===== src/rtl/fpu_issue_arbiter.sv =====
// fpu_issue_arbiter
// Shares one fpnew_top instance between NumReq requesters. A round-robin
// arbiter grants one request per cycle into a single-entry issue register.
// That register drives the FPU input handshake. The requester index travels
// in the FPU tag, so each result is steered back to the requester that
// issued it. A credit counter caps the number of operations that have been
// accepted but not yet returned (issue register plus FPU pipeline).
//
// Ports
//   clk_i, rst_ni            clock, asynchronous active-low reset
//   flush_i                  synchronous flush of issue register and credits
//   req_valid_i/req_ready_o  per-requester request handshake (ready one-hot)
//   req_operands_i, req_op_i, req_op_mod_i, req_rnd_i
//                            per-requester operation fields, packed by index
//   rsp_valid_o/rsp_ready_i  per-requester result handshake (valid one-hot)
//   rsp_result_o, rsp_status_o  shared result bus
//   fpu_in_valid_o/fpu_in_ready_i   handshake towards fpnew_top input
//   fpu_operands_o, fpu_op_o, fpu_op_mod_o, fpu_rnd_o, fpu_tag_o
//                            registered operation fields
//   fpu_out_valid_i/fpu_out_ready_o handshake from fpnew_top output
//   fpu_result_i, fpu_status_i, fpu_tag_i  FPU result fields
//   fpu_flush_o              flush forwarded to fpnew_top
//   busy_o                   at least one operation outstanding
module fpu_issue_arbiter #(
  parameter int unsigned NumReq   = 2,
  parameter int unsigned Width    = 16,
  parameter int unsigned MaxOutst = 4,
  parameter int unsigned IdxW     = $clog2(NumReq)
) (
  input  logic                       clk_i,
  input  logic                       rst_ni,
  input  logic                       flush_i,
  input  logic [NumReq-1:0]          req_valid_i,
  output logic [NumReq-1:0]          req_ready_o,
  input  logic [NumReq*3*Width-1:0]  req_operands_i,
  input  logic [NumReq*4-1:0]        req_op_i,
  input  logic [NumReq-1:0]          req_op_mod_i,
  input  logic [NumReq*3-1:0]        req_rnd_i,
  output logic [NumReq-1:0]          rsp_valid_o,
  input  logic [NumReq-1:0]          rsp_ready_i,
  output logic [Width-1:0]           rsp_result_o,
  output logic [4:0]                 rsp_status_o,
  output logic                       fpu_in_valid_o,
  input  logic                       fpu_in_ready_i,
  output logic [3*Width-1:0]         fpu_operands_o,
  output logic [3:0]                 fpu_op_o,
  output logic                       fpu_op_mod_o,
  output logic [2:0]                 fpu_rnd_o,
  output logic [IdxW-1:0]            fpu_tag_o,
  input  logic                       fpu_out_valid_i,
  output logic                       fpu_out_ready_o,
  input  logic [Width-1:0]           fpu_result_i,
  input  logic [4:0]                 fpu_status_i,
  input  logic [IdxW-1:0]            fpu_tag_i,
  output logic                       fpu_flush_o,
  output logic                       busy_o
);

  localparam int unsigned CntW = $clog2(MaxOutst + 1);

  typedef enum logic {
    EMPTY = 1'b0,
    FULL  = 1'b1
  } issue_state_e;

  issue_state_e state_q, state_d;

  logic [IdxW-1:0]    rr_q;
  logic [CntW-1:0]    count_q;
  logic [3*Width-1:0] operands_q;
  logic [3:0]         op_q;
  logic               op_mod_q;
  logic [2:0]         rnd_q;
  logic [IdxW-1:0]    tag_q;

  logic               grant_found;
  logic [IdxW-1:0]    grant_idx;
  logic [IdxW-1:0]    cand_idx;
  logic [IdxW-1:0]    rr_next;
  logic               ret_hs;
  logic               can_accept;
  logic               accept;

  // Round-robin search: the first valid requester at or after the pointer.
  always_comb begin
    grant_found = 1'b0;
    grant_idx   = '0;
    cand_idx    = '0;
    for (int unsigned k = 0; k < NumReq; k++) begin
      cand_idx = IdxW'((32'(rr_q) + k) % NumReq);
      if (!grant_found && req_valid_i[cand_idx]) begin
        grant_found = 1'b1;
        grant_idx   = cand_idx;
      end
    end
  end

  assign rr_next = (grant_idx == IdxW'(NumReq - 1)) ? '0 : grant_idx + 1'b1;

  // A returning result frees a credit in the same cycle, so a full credit
  // pool can still accept when a response handshake happens alongside.
  assign ret_hs     = fpu_out_valid_i & fpu_out_ready_o;
  assign can_accept = !flush_i
                    & ((state_q == EMPTY) | fpu_in_ready_i)
                    & ((count_q < CntW'(MaxOutst)) | ret_hs);
  assign accept     = can_accept & grant_found;

  // Outputs that are combinational are forced low while reset is asserted.
  always_comb begin
    req_ready_o = '0;
    if (rst_ni && grant_found) begin
      req_ready_o[grant_idx] = can_accept;
    end
  end

  always_comb begin
    rsp_valid_o = '0;
    if (rst_ni && fpu_out_valid_i && !flush_i) begin
      rsp_valid_o[fpu_tag_i] = 1'b1;
    end
  end

  assign fpu_out_ready_o = rsp_ready_i[fpu_tag_i];
  assign rsp_result_o    = fpu_result_i;
  assign rsp_status_o    = fpu_status_i;
  assign fpu_flush_o     = flush_i;
  assign busy_o          = (count_q != '0);

  // Issue-register occupancy.
  always_ff @(posedge clk_i or negedge rst_ni) begin
    if (!rst_ni) begin
      state_q <= EMPTY;
    end else begin
      state_q <= state_d;
    end
  end

  // A new accept refills the register even as the old entry is handed off,
  // giving one operation per cycle.
  always_comb begin
    state_d = state_q;
    if (flush_i) begin
      state_d = EMPTY;
    end else if (accept) begin
      state_d = FULL;
    end else if ((state_q == FULL) && fpu_in_ready_i) begin
      state_d = EMPTY;
    end
  end

  assign fpu_in_valid_o = (state_q == FULL);

  // Fields are only written on accept, which keeps them stable while the
  // FPU stalls the input handshake.
  always_ff @(posedge clk_i or negedge rst_ni) begin
    if (!rst_ni) begin
      operands_q <= '0;
      op_q       <= '0;
      op_mod_q   <= 1'b0;
      rnd_q      <= '0;
      tag_q      <= '0;
      rr_q       <= '0;
    end else if (accept) begin
      operands_q <= req_operands_i[32'(grant_idx)*3*Width +: 3*Width];
      op_q       <= req_op_i[32'(grant_idx)*4 +: 4];
      op_mod_q   <= req_op_mod_i[grant_idx];
      rnd_q      <= req_rnd_i[32'(grant_idx)*3 +: 3];
      tag_q      <= grant_idx;
      rr_q       <= rr_next;
    end
  end

  assign fpu_operands_o = operands_q;
  assign fpu_op_o       = op_q;
  assign fpu_op_mod_o   = op_mod_q;
  assign fpu_rnd_o      = rnd_q;
  assign fpu_tag_o      = tag_q;

  // Credit counter: accepted minus returned operations.
  always_ff @(posedge clk_i or negedge rst_ni) begin
    if (!rst_ni) begin
      count_q <= '0;
    end else if (flush_i) begin
      count_q <= '0;
    end else if (accept && !ret_hs) begin
      count_q <= count_q + 1'b1;
    end else if (!accept && ret_hs && (count_q != '0)) begin
      count_q <= count_q - 1'b1;
    end
  end

endmodule

===== config.mk =====
export PLATFORM = sky130hd
export DESIGN_NAME = fpu_issue_arbiter
export DESIGN_NICKNAME = d
export VERILOG_FILES = /design/src/rtl/fpu_issue_arbiter.sv
export SDC_FILE = /design/constraint.sdc
export NUM_CORES = 1
export LEC_CHECK = 0
export ABC_CLOCK_PERIOD_IN_PS = 2400
export BUFFER_PORTS_ARGS = -buffer_cell sky130_fd_sc_hd__buf_2
export CORE_ASPECT_RATIO = 1.75
export CORE_MARGIN = 2
export CORE_UTILIZATION = 30
export CTS_BUF_LIST = sky130_fd_sc_hd__clkbuf_16
export CTS_CLUSTER_SIZE = 12
export DETAILED_ROUTE_END_ITERATION = 12
export PLACE_DENSITY = 0.68
export REMOVE_ABC_BUFFERS = 1
export SETUP_SLACK_MARGIN = 0.5
export SYNTH_ARGS = -nofsm -noshare
export SYNTH_HDL_FRONTEND = slang
export SYNTH_SLANG_ARGS = --single-unit

===== constraint.sdc =====
create_clock -name clk_i -period 2.4 [get_ports clk_i]
set_input_delay 0.36 -clock clk_i [delete_from_list [all_inputs] [get_ports clk_i]]
set_output_delay 0.36 -clock clk_i [all_outputs]
set_load 0.05 [all_outputs]

== Yosys cells after proc, flatten, opt, wreduce, memory -nomap -nowiden ==
Cells that the tools add are included.
Widths: inputs -> output; s select.

* Logic and storage cells: 73
* Input port bits: 143
* Register bits: 62
* Output and inout port bits: 86

* Add/sub/neg operators: 4
* Shift operators: 3
* Bitwise gates (word level): 8
* Reduce and logical (&&, ||, !) cells: 17
* Multiplexer cells: 25
* $lt $le $gt $ge: 7
* Multipliers: 1

{| class="wikitable"
|+ Operators with widths
! operator !! number
|-
| $shiftx 96x8->48 || 1
|-
| $mux 1 || 18
|-
| $logic_and 1x1->1 || 10
|-
| $mux 3 || 3
|-
| $reduce_bool 3->1 || 3
|-
| $lt 1x2->1 const B || 4
|-
| $shiftx 8x4->4 || 1
|-
| $shiftx 6x4->3 || 1
|-
| $and 1x1->1 || 4
|-
| $logic_not 1->1 || 4
|-
| $mux 2 || 2
|-
| $add 3x1->3 const B || 1
|-
| $lt 3x3->1 const B || 1
|-
| $mul 1x2->3 const B || 1
|-
| $sub 3x1->3 const B || 1
|-
| $add 1x1->1 const B || 2
|-
| $and 2x2->2 || 1
|-
| $demux 1 s1 || 2
|-
| $ge 1x1->1 const B || 2
|-
| $or 1x1->1 || 2
|-
| $not 1->1 || 1
|}

== Longest topological paths before layout ==
* Depth after elaboration: 13
* Gate-level depth with buffers: 7
* Depth with buffers taken out: 7

== Worst setup path before layout ==
No wires, ideal clock.

* Path kind: reg2out
* Start: register state_q, in the netlist fpu_in_valid_o
* End: output port req_ready_o[1]
* Setup slack: -602 ps
* Arrival: 2642 ps
* Path buffers: 1
* Data required time: 2040 ps
* Cell stages (with the launch flop): 6
* Cells stage by stage: dfrtp_1 -> nor2b_1 -> or2_1 -> a21oi_4 -> buf_4 -> nor3b_1

* Word-level cells in the longest chain between the ends: 6

{| class="wikitable"
|+ Ends and longest elaborated chain
! element !! line !! source
|-
| start: declaration || 66 || <nowiki>issue_state_e state_q, state_d;</nowiki>
|-
| start signal: assignment || 134 || <nowiki>state_q <= state_d;</nowiki>
|-
| $not 1->1 || 104 || <nowiki>& ((state_q == EMPTY) | fpu_in_ready_i)</nowiki>
|-
| $or 1x1->1 || 104 ||
|-
| $and 1x1->1 || 104 ||
|-
| $and 1x1->1 || 105 || <nowiki>& ((count_q < CntW'(MaxOutst)) | ret_hs);</nowiki>
|-
| $and 2x2->2 (no source line) || - ||
|-
| $mux 2 || 111 || <nowiki>if (rst_ni && grant_found) begin</nowiki>
|-
| end: declaration || 34 || <nowiki>output logic [NumReq-1:0] req_ready_o,</nowiki>
|}

Every way passes these cells.

== Worst setup path in the final report ==
Same ends and word-level chain as after synthesis.

==> impl_results.md <==
- Vias in the first global route: 2,730
- CTS tree: built
- Tmin final: 1.99 ns
- Drt drc: 0
- Die X: 84.0 microns
- Synth area leaders: dfrtp_1, mux2_2, mux2_1, buf_4, inv_1
- Crit end category: output port
- Met1 Use GR: 13.8%
- Final net count: 573
- CP top delay family: simple AND/OR/NAND/NOR gates
- FF+latch count, synth: 62
- Antenna violations before repair: 0
- Crit-path max FO: 4
- CP cell instances: nor2b_4 -> or2_4 -> a21oi_4 -> nor3b_2 -> buf_6
- Final worst path period share: 83.0%
- CTS max path bufs: 2
- Core Region: 0.0110 sq mm
- Met2 Usage GRT: 30.1%
- Filler Cells Inserted: 1,074
- Post-detail-place hpwl: 7520 microns
- Main synth FF type: dfrtp_1
- CP Launch Type: register
- Clock Skew: 0.00693 ns
- Overflow left after global routing: 0
- Total global-route track usage: 16.2%
- Reg clk slew, reported paths: 0.05 ns
- Starting Density: 30.4%
- Pin count of the biggest net entering global routing: 33
- Area leader, netlist: dfrtp_1
- # diodes: 0
- P&R area growth vs syn: 41.4%
- Mean Syn Cell Area: 13.2 sq um
- Data required time at the worst endpoint: 2.04 ns
- Status: completed
- Max_cap viols: 0
- CTS sink cnt: 62
- EDFF count, synth: 0
- Worst slew pin tran: 0.461 ns
- Busiest grt layer: met2
- Slowest-stage cell, CP: dfrtp_1
- Slew margin rel.: 68.5%
- Sequential share of the synthesized area: 46.2%
- Fin. max-slew vios: 0
- Worst IR drop on VDD: 0.611 mV
- DIE HEIGHT: 144 microns
- Top post-synthesis cells by count: mux2_2, dfrtp_1, mux2_1, buf_4, inv_1
- Share of cells above drive strength 1: 68.2%
- Arrival time at the worst endpoint: 1.63 ns
- Clk Latency, worst-skew pair: 0.33 ns
- Cell Pwr Density: 1150 mW/mm^2
- Via/cell ratio: 4.77
- Clock root cell: clkbuf_16
- Die ar.: 0.0121 sq mm
- GPL Wtd Cong: 0.770
- Hold Crit Class: input pin to asynchronous set/reset pin
- Final Setup Violations: 0
- Async S/R FF share, synth: 100%
- Setup CP Type: register to output port
- Final Util: 43.0%
- Via Count: 2,702
- First-pass GRT wire length: 14,600 microns
- Synth warn: 0
- Synthesized area: 0.00336 sq mm
- Final ANT Viol Nets: 0
- Initial DRC count: 66
- Final wirelength: 10,100 microns
- Input/output buffers: 186
- Distinct cells, synth: 31
- Critical Path Max Stage Delay: 0.38 ns
- Num CTS Buffers: 9
- Met3 usage: 10.2%
- Buf/Inv on CP: 1
- Mapped Cells: 254
- RSZ-0062 raised after global routing: true
- Rows: 51
- Fmax: 502 MHz
- Wire length per cell: 17.8 microns
- Total negative slack: 0 ns
- DRT Pass-1 Iters: 4
- Most common cell in the synthesized netlist: mux2_2
- Synth top area share: 46.2%
- Endpoints failing hold: 0
- Io pins: 229
- H-tree depth: 3
- Leakage power: 2.32 nW
-- per-layer routing --
metal  vias up  part of all wire [%]
met3        10                    13
li1       1233                     -
met4         0                   1.5
met2       135                    56
met5         -                     0
met1      1324                    29
-- per-stage QoR --
stage	hold slack (ns)	total power, mW	setup slack, ns	cell area [sq um]	instances
CTS	0.152	5.52	0.411	4720	565
finish	0.137	5.45	0.407	4750	566
floorplan	0.0644	3.41	-1.88	3120	219
detailed placement	0.219	4.08	0.106	4290	543
global route	0.189	5.70	0.322	4750	566
global placement	0.209	4.02	0.202	4290	543
-- final cells by class --
cell class              instances  area [sq um]  area share [%]
multi-input cells             150          1590            33.4
flip-flops and latches         62          1550            32.7
repair buffers                199          1110            23.5
clock buffers                   9           225            4.74
well taps                     132           165            3.48
clock inverters                 7          80.1            1.69
inverters                       7          26.3           0.554
-- timing repair --
item / CTS / global route
hold buffers: 1 / 0
endpoints found under the setup margin: 36 / 29
cloned: 2 / 0
endpoints found under the hold margin: 4 / 0
buffers inserted: 3 / 1
gates resized for setup: 11 / 4
pin swaps: 1 / 3
-- kinds of logic after synthesis --
family,after synthesis,synth area share (%)
adders and majority gates,1,0.596
buffers and inverters,42,7.86
muxes,116,38.8
and+or+nand+nor,19,3.02
DFF,62,46.2
AOI/OAI and AO/OA,14,3.50
-- flip-flops by register name (all words and copies together) (netlist names) --
name and flops:
fpu_in_valid_o 1, fpu_op_o 4, count_q 3, fpu_rnd_o 3, fpu_tag_o 1, fpu_operands_o 48, fpu_op_mod_o 1, rr_q 1
-- final timing paths --
kind,start,end,slack [ns],depth (start not counted)
setup / recovery,fpu_in_valid_o$_DFFE_PN0P_,req_ready_o[1],0.41,5
hold / removal,rst_ni,fpu_in_valid_o$_DFFE_PN0P_,0.14,2
setup reg to reg,fpu_in_valid_o$_DFFE_PN0P_,count_q[2]$_DFFE_PN0P_,0.55,6
hold reg to reg,fpu_operands_o[26]$_DFFE_PN0P_,fpu_operands_o[26]$_DFFE_PN0P_,0.48,1
max in group asynchronous,rst_ni,count_q[2]$_DFFE_PN0P_,1.68,2
min in group clk_i,flush_i,count_q[2]$_DFFE_PN0P_,0.31,2
-- where the power goes --
part	leakage (nW)	internal [mW]	switching [mW]
registers	0.730	1.39	0.181
clock network	0.153	0.891	0.441
logic	1.44	0.782	1.77
-- layout by cell type (no fill, tap or decap), types with 2 or more instances in the layout --
cell type	instances
a2111oi_0	2
buf_2	184
buf_4	8
buf_6	2
bufbuf_16	2
bufinv_16	2
clkbuf_16	9
clkinv_1	3
dfrtp_1	62
inv_1	8
mux2_1	37
mux2_2	77
mux2i_1	2
nand2_1	6
nor2_1	3
o21bai_1	2
Power figures use the tool's default switching activity.
